===== src/rtl/oam_dma_engine.sv =====
// OAM DMA engine: a write to FF46 copies 160 bytes from page {FF46,00} (echo RAM
// folded onto C000-DFFF) into OAM, one byte every CYCLES_PER_BYTE clocks.
module oam_dma_engine #(
    parameter int CYCLES_PER_BYTE = 4,
    parameter int START_DELAY     = 4
) (
    input  logic        clk,
    input  logic        rst,
    input  logic [15:0] ADDR,
    input  logic        WR,
    input  logic        RD,
    input  logic [7:0]  MMIO_DATA_out,
    output logic [7:0]  MMIO_DATA_in,
    output logic        DMA_RD,
    output logic [15:0] DMA_ADDR,
    input  logic [7:0]  DMA_DATA_in,
    output logic        OAM_WR,
    output logic [7:0]  OAM_ADDR,
    output logic [7:0]  OAM_DATA_out,
    output logic        DMA_ACTIVE
);

    localparam int SW = $clog2(CYCLES_PER_BYTE);
    localparam int DW = (START_DELAY > 2) ? $clog2(START_DELAY) : 1;
    localparam logic [SW-1:0] SLOT_RD    = '0;
    localparam logic [SW-1:0] SLOT_CAP   = SW'(1);
    localparam logic [SW-1:0] SLOT_WR    = SW'(2);
    localparam logic [SW-1:0] SLOT_LAST  = SW'(CYCLES_PER_BYTE - 1);
    localparam logic [DW-1:0] DELAY_INIT = DW'((START_DELAY > 0) ? START_DELAY - 1 : 0);
    localparam logic [7:0]    LAST_IDX   = 8'd159;

    typedef enum logic [1:0] {
        S_IDLE  = 2'd0,
        S_START = 2'd1,
        S_XFER  = 2'd2
    } state_t;

    state_t        state_q, state_d;
    logic [DW-1:0] delay_q, delay_d;
    logic [SW-1:0] slot_q, slot_d;
    logic [7:0]    byte_idx_q, byte_idx_d;
    logic [7:0]    src_hi_q, src_hi_d;
    logic [7:0]    data_q, data_d;
    logic [7:0]    ff46_q;

    logic          dma_rd_q, dma_rd_d;
    logic [15:0]   dma_addr_q, dma_addr_d;
    logic          oam_wr_q, oam_wr_d;
    logic [7:0]    oam_addr_q, oam_addr_d;
    logic [7:0]    oam_data_q, oam_data_d;
    logic          active_q, active_d;

    logic          ff46_wr;
    logic [7:0]    src_fold;
    logic          unused_rd;

    assign unused_rd = RD;
    assign ff46_wr   = WR && (ADDR == 16'hFF46);
    assign src_fold  = (MMIO_DATA_out < 8'hE0) ? MMIO_DATA_out : MMIO_DATA_out - 8'h20;

    assign MMIO_DATA_in = (ADDR == 16'hFF46) ? ff46_q : 8'hFF;

    always_ff @(posedge clk or posedge rst) begin
        if (rst) begin
            state_q    <= S_IDLE;
            delay_q    <= '0;
            slot_q     <= '0;
            byte_idx_q <= '0;
            src_hi_q   <= '0;
            data_q     <= '0;
            ff46_q     <= '0;
        end else begin
            state_q    <= state_d;
            delay_q    <= delay_d;
            slot_q     <= slot_d;
            byte_idx_q <= byte_idx_d;
            src_hi_q   <= src_hi_d;
            data_q     <= data_d;
            if (ff46_wr) begin
                ff46_q <= MMIO_DATA_out;
            end
        end
    end

    // An FF46 write overrides whatever the sequencer would do, including the final slot.
    always_comb begin
        state_d    = state_q;
        delay_d    = delay_q;
        slot_d     = slot_q;
        byte_idx_d = byte_idx_q;
        src_hi_d   = src_hi_q;
        case (state_q)
            S_START: begin
                if (delay_q == '0) begin
                    state_d = S_XFER;
                    slot_d  = '0;
                end else begin
                    delay_d = delay_q - DW'(1);
                end
            end
            S_XFER: begin
                if (slot_q == SLOT_LAST) begin
                    slot_d = '0;
                    if (byte_idx_q == LAST_IDX) begin
                        state_d = S_IDLE;
                    end else begin
                        byte_idx_d = byte_idx_q + 8'd1;
                    end
                end else begin
                    slot_d = slot_q + SW'(1);
                end
            end
            default: begin
            end
        endcase
        if (ff46_wr) begin
            byte_idx_d = '0;
            src_hi_d   = src_fold;
            slot_d     = '0;
            delay_d    = DELAY_INIT;
            state_d    = (START_DELAY == 0) ? S_XFER : S_START;
        end
    end

    // Outputs are registered from the next state so each strobe lands in the cycle
    // its slot occupies rather than one cycle behind it.
    always_comb begin
        data_d     = ((state_q == S_XFER) && (slot_q == SLOT_CAP)) ? DMA_DATA_in : data_q;
        dma_rd_d   = (state_d == S_XFER) && (slot_d == SLOT_RD);
        dma_addr_d = dma_rd_d ? {src_hi_d, byte_idx_d} : dma_addr_q;
        oam_wr_d   = (state_d == S_XFER) && (slot_d == SLOT_WR);
        oam_addr_d = oam_wr_d ? byte_idx_d : oam_addr_q;
        oam_data_d = oam_wr_d ? data_d : oam_data_q;
        active_d   = (state_d != S_IDLE);
    end

    always_ff @(posedge clk or posedge rst) begin
        if (rst) begin
            dma_rd_q   <= 1'b0;
            dma_addr_q <= '0;
            oam_wr_q   <= 1'b0;
            oam_addr_q <= '0;
            oam_data_q <= '0;
            active_q   <= 1'b0;
        end else begin
            dma_rd_q   <= dma_rd_d;
            dma_addr_q <= dma_addr_d;
            oam_wr_q   <= oam_wr_d;
            oam_addr_q <= oam_addr_d;
            oam_data_q <= oam_data_d;
            active_q   <= active_d;
        end
    end

    assign DMA_RD       = dma_rd_q;
    assign DMA_ADDR     = dma_addr_q;
    assign OAM_WR       = oam_wr_q;
    assign OAM_ADDR     = oam_addr_q;
    assign OAM_DATA_out = oam_data_q;
    assign DMA_ACTIVE   = active_q;

endmodule


===== config.mk =====
export PLATFORM = sky130hd
export DESIGN_NAME = oam_dma_engine
export DESIGN_NICKNAME = d
export VERILOG_FILES = /design/src/rtl/oam_dma_engine.sv
export SDC_FILE = /design/constraint.sdc
export NUM_CORES = 1
export LEC_CHECK = 0
export ABC_AREA = 1
export CORE_UTILIZATION = 45
export CTS_CLUSTER_SIZE = 24
export DETAILED_ROUTE_END_ITERATION = 8
export GPL_ROUTABILITY_DRIVEN = 0
export PLACE_DENSITY = 0.84
export SLEW_MARGIN = 20
export SYNTH_ARGS = -nofsm -noshare
export SYNTH_HDL_FRONTEND = slang
export SYNTH_SLANG_ARGS = --single-unit
export TNS_END_PERCENT = 30

===== constraint.sdc =====
create_clock -name clk -period 6.6 [get_ports clk]
set_clock_uncertainty 0.1 [all_clocks]
set_input_delay 1.32 -clock clk [delete_from_list [all_inputs] [get_ports clk]]
set_output_delay 1.32 -clock clk [all_outputs]
set_load 0.02 [all_outputs]

==> run_results.csv <==
group,metric,value,unit
pwr,powerDensity,369,nW/um^2
logic_synthesis,synth_compound_area_share,4.07,%
clocking,cts_root_buf,"clkbuf_8",
layout,final_common_cell,"nand2_1",
pwr,peakVddDrop,0.226,mV
clocking,cts_tree,"yes",
sta,fin_ws,2.05,ns
floorplan,start_util,47.7,%
pwr,seq_power_share,38.2,%
drt,drc,0,
worst_setup_path,crit_arrival,3.13,ns
logic_synthesis,yosysWarnings,0,
floorplan,dieArea,8210,sq um
sta,slew_headroom,38.4,%
sta,worstMarginPinSlew,0.921,ns
sta,fin_tns_setup,0,ns
global_routing,antenna_found_initial,0,
placed_design,pre_cts_slack,2.06,ns
pwr,pwr-share-clk,21.1,%
logic_synthesis,mappedNetlistNets,457,
global_routing,grt_util_all_layers,21.0,%
pwr,p_switching,0.659,mW
global_routing,grt_max_degree,74,
clocking,cts_hold_buf,0,
clocking,clk_latency,0.35,ns
sta,finalSetupViolations,0,
logic_synthesis,synth-simple-area-share,31.1,%
layout,area_growth,29.2,%
logic_synthesis,syn-cell-area,3530,sq um
pwr,sw_frac_of_total,39.1,%
logic_synthesis,netlist-cell-type-count,30,
logic_synthesis,syn_inst,414,
sta,fin_hold_ws,0.377,ns
sta,slew_violations,0,
layout,final_util,61.6,%
clocking,cts_made_buffers,9,
worst_setup_path,crit_required,5.18,ns
floorplan,rows,31,
floorplan,io_pins,79,
layout,drive_gt1_share,10.1,%
layout,layout_common_cells,"141 x nand2_1, 77 x clkdlybuf4s50_1, 73 x dfrtp_1",
clocking,cts_resized,0,
layout,design_area,4560,sq um
drt,wl,8.04,mm
clocking,post_cts_buffers,0,
logic_synthesis,synthAdderAreaFrac,2.48,%
placed_design,hpwlAfterDp,5.55,mm
worst_setup_path,cp_max_fo,4,
sta,fmax,220,MHz
placed_design,dp.cells,580,
run,maxCapViolCount,0,
logic_synthesis,synth_area_per_cell,8.53,sq um
logic_synthesis,synthXorXnorAreaFrac,0.496,%
floorplan,die_h,90.6,um
drt,drtPass1Iterations,5,
clocking,clk_path_buf_depth,2,
layout,fin_cells,596,
worst_setup_path,cp-start-kind,"input port",
pwr,intPower,1.03,mW
worst_setup_path,criticalPathCategory,"in2out",
drt,first_iter_violations,164,
drt,wl_per_cell,13.5,um
hold_path,min_path_type,"reg2reg",
logic_synthesis,synth.ff_latch_count,73,
pwr,p_leak,2.37,nW
floorplan,coreArea,7410,sq um
global_routing,grt-ovfl-total,0,
sta,rsz0062_at_grt,"false",
sta,min_period_over_period,69.0,%
outcome,outcome,"finished clean",
pwr,finalPower,1.69,mW
clocking,htreeDepth,3,
global_routing,grt_pass1_vias,3035,
clocking,clkSlewWorstSetupHoldPaths,0.07,ns
layout,final_net_count,535,
placed_design,placed_area,4360,sq um
clocking,clock-sinks,73,
placed_design,port_buffers,77,
pwr,combPwrFrac,40.6,%
drt,drt.antenna.violating_nets,0,
logic_synthesis,yosysSeqAreaShare,51.7,%
sta,fin_crit,4.55,ns
drt,viasPerCell,5.03,
worst_setup_path,end_kind,"output port",
sta,finalHoldViolCount,0,
logic_synthesis,synth_top_family_by_area,"simple AND/OR/NAND/NOR gates",
layout,antenna_cells,0,
drt,dr_total_vias,2996,
global_routing,grt_pass1_wl,13.7,mm
logic_synthesis,synth.mux.area_fraction,2.87,%
floorplan,fp.dieW,90.6,um
==> worst max-delay path, cell delays in order <==
cell and delay, ns:
clkdlybuf4s50_1 0.47, inv_1 0.04, nor2_1 0.14, nand2_1 0.07, nor2_1 0.11, nand2_1 0.13, or2_2 0.30, clkdlybuf4s50_1 0.56
==> routing by layer <==
| layer | GRT usage [%] | up-vias | share of wire, % | wire, um |
|---|---|---|---|---|
| met4 | 10.8 | 0 | 2.5 | 199 |
| met5 | 0 | - | 0 | 0 |
| met2 | 34.7 | 84 | 50 | 4060 |
| met3 | 5.13 | 20 | 5.5 | 444 |
| met1 | 25.5 | 1445 | 42 | 3340 |
| li1 | - | 1447 | - | - |
==> synthesized netlist by cell type, drive strengths merged <==
| cell | count | area share, % |
|---|---|---|
| a21oi | 2 | 0.60 |
| a31oi | 3 | 0.53 |
| buf | 10 | 2.0 |
| clkbuf | 1 | 0.11 |
| clkinv | 1 | 0.11 |
| dfrtp | 73 | 52 |
| ha | 7 | 2.5 |
| inv | 48 | 5.1 |
| mux2 | 9 | 2.9 |
| nand2 | 148 | 17 |
| nand3 | 51 | 7.7 |
| nand4 | 5 | 0.89 |
| nor2 | 33 | 4.7 |
| nor2b | 1 | 0.18 |
| o21ai | 14 | 2.9 |
| or2 | 6 | 1.1 |
| xor2 | 2 | 0.50 |
==> power groups by stage <==
stage	combinational [mW]	clock [mW]	sequential, mW
after floorplan	0.356	0	0.730
after global placement	0.663	0	0.646
after detailed placement	0.687	0	0.651
after CTS	0.690	0.363	0.645
after global routing	0.749	0.380	0.658
final	0.685	0.356	0.645
==> final cells by class <==
cell class | instances | area (sq um)
inverters | 49 | 184
well taps | 99 | 124
fillers | 587 | 2850
clock buffers | 10 | 138
clock inverters | 6 | 65.1
flip-flops and latches | 73 | 1830
repair buffers | 78 | 778
multi-input cells | 281 | 1450
==> cells by family after synthesis <==
kind of cell,Yosys count
compound gates,19
xor+xnor,2
fa+ha+maj,7
buf+inv,60
flops,73
mux,9
simple gates,244
==> registers in the layout (all words and copies together) (netlist names) <==
signal        flops
OAM_ADDR          8
src_hi_q          8
byte_idx_q        8
ff46_q            8
DMA_ADDR         16
slot_q            2
DMA_ACTIVE        1
OAM_DATA_out      8
state_q           2
OAM_WR            1
delay_q           2
data_q            8
DMA_RD            1
==> final timing paths <==
path	to	slack (ns)	cells past startpoint	start
worst min register to register	DMA_ADDR[6]	0.38	2	DMA_ADDR[6]
min in group asynchronous	data_q[0]	1.46	3	rst
worst min-delay path	DMA_ADDR[6]	0.38	2	DMA_ADDR[6]
max in group asynchronous	ff46_q[7]	4.36	3	rst
worst max register to register	OAM_ADDR[3]	4.03	9	state_q[0]
worst max-delay path	MMIO_DATA_in[7]	2.05	8	ADDR[2]
No activity file was read; power rests on OpenSTA's default activity.
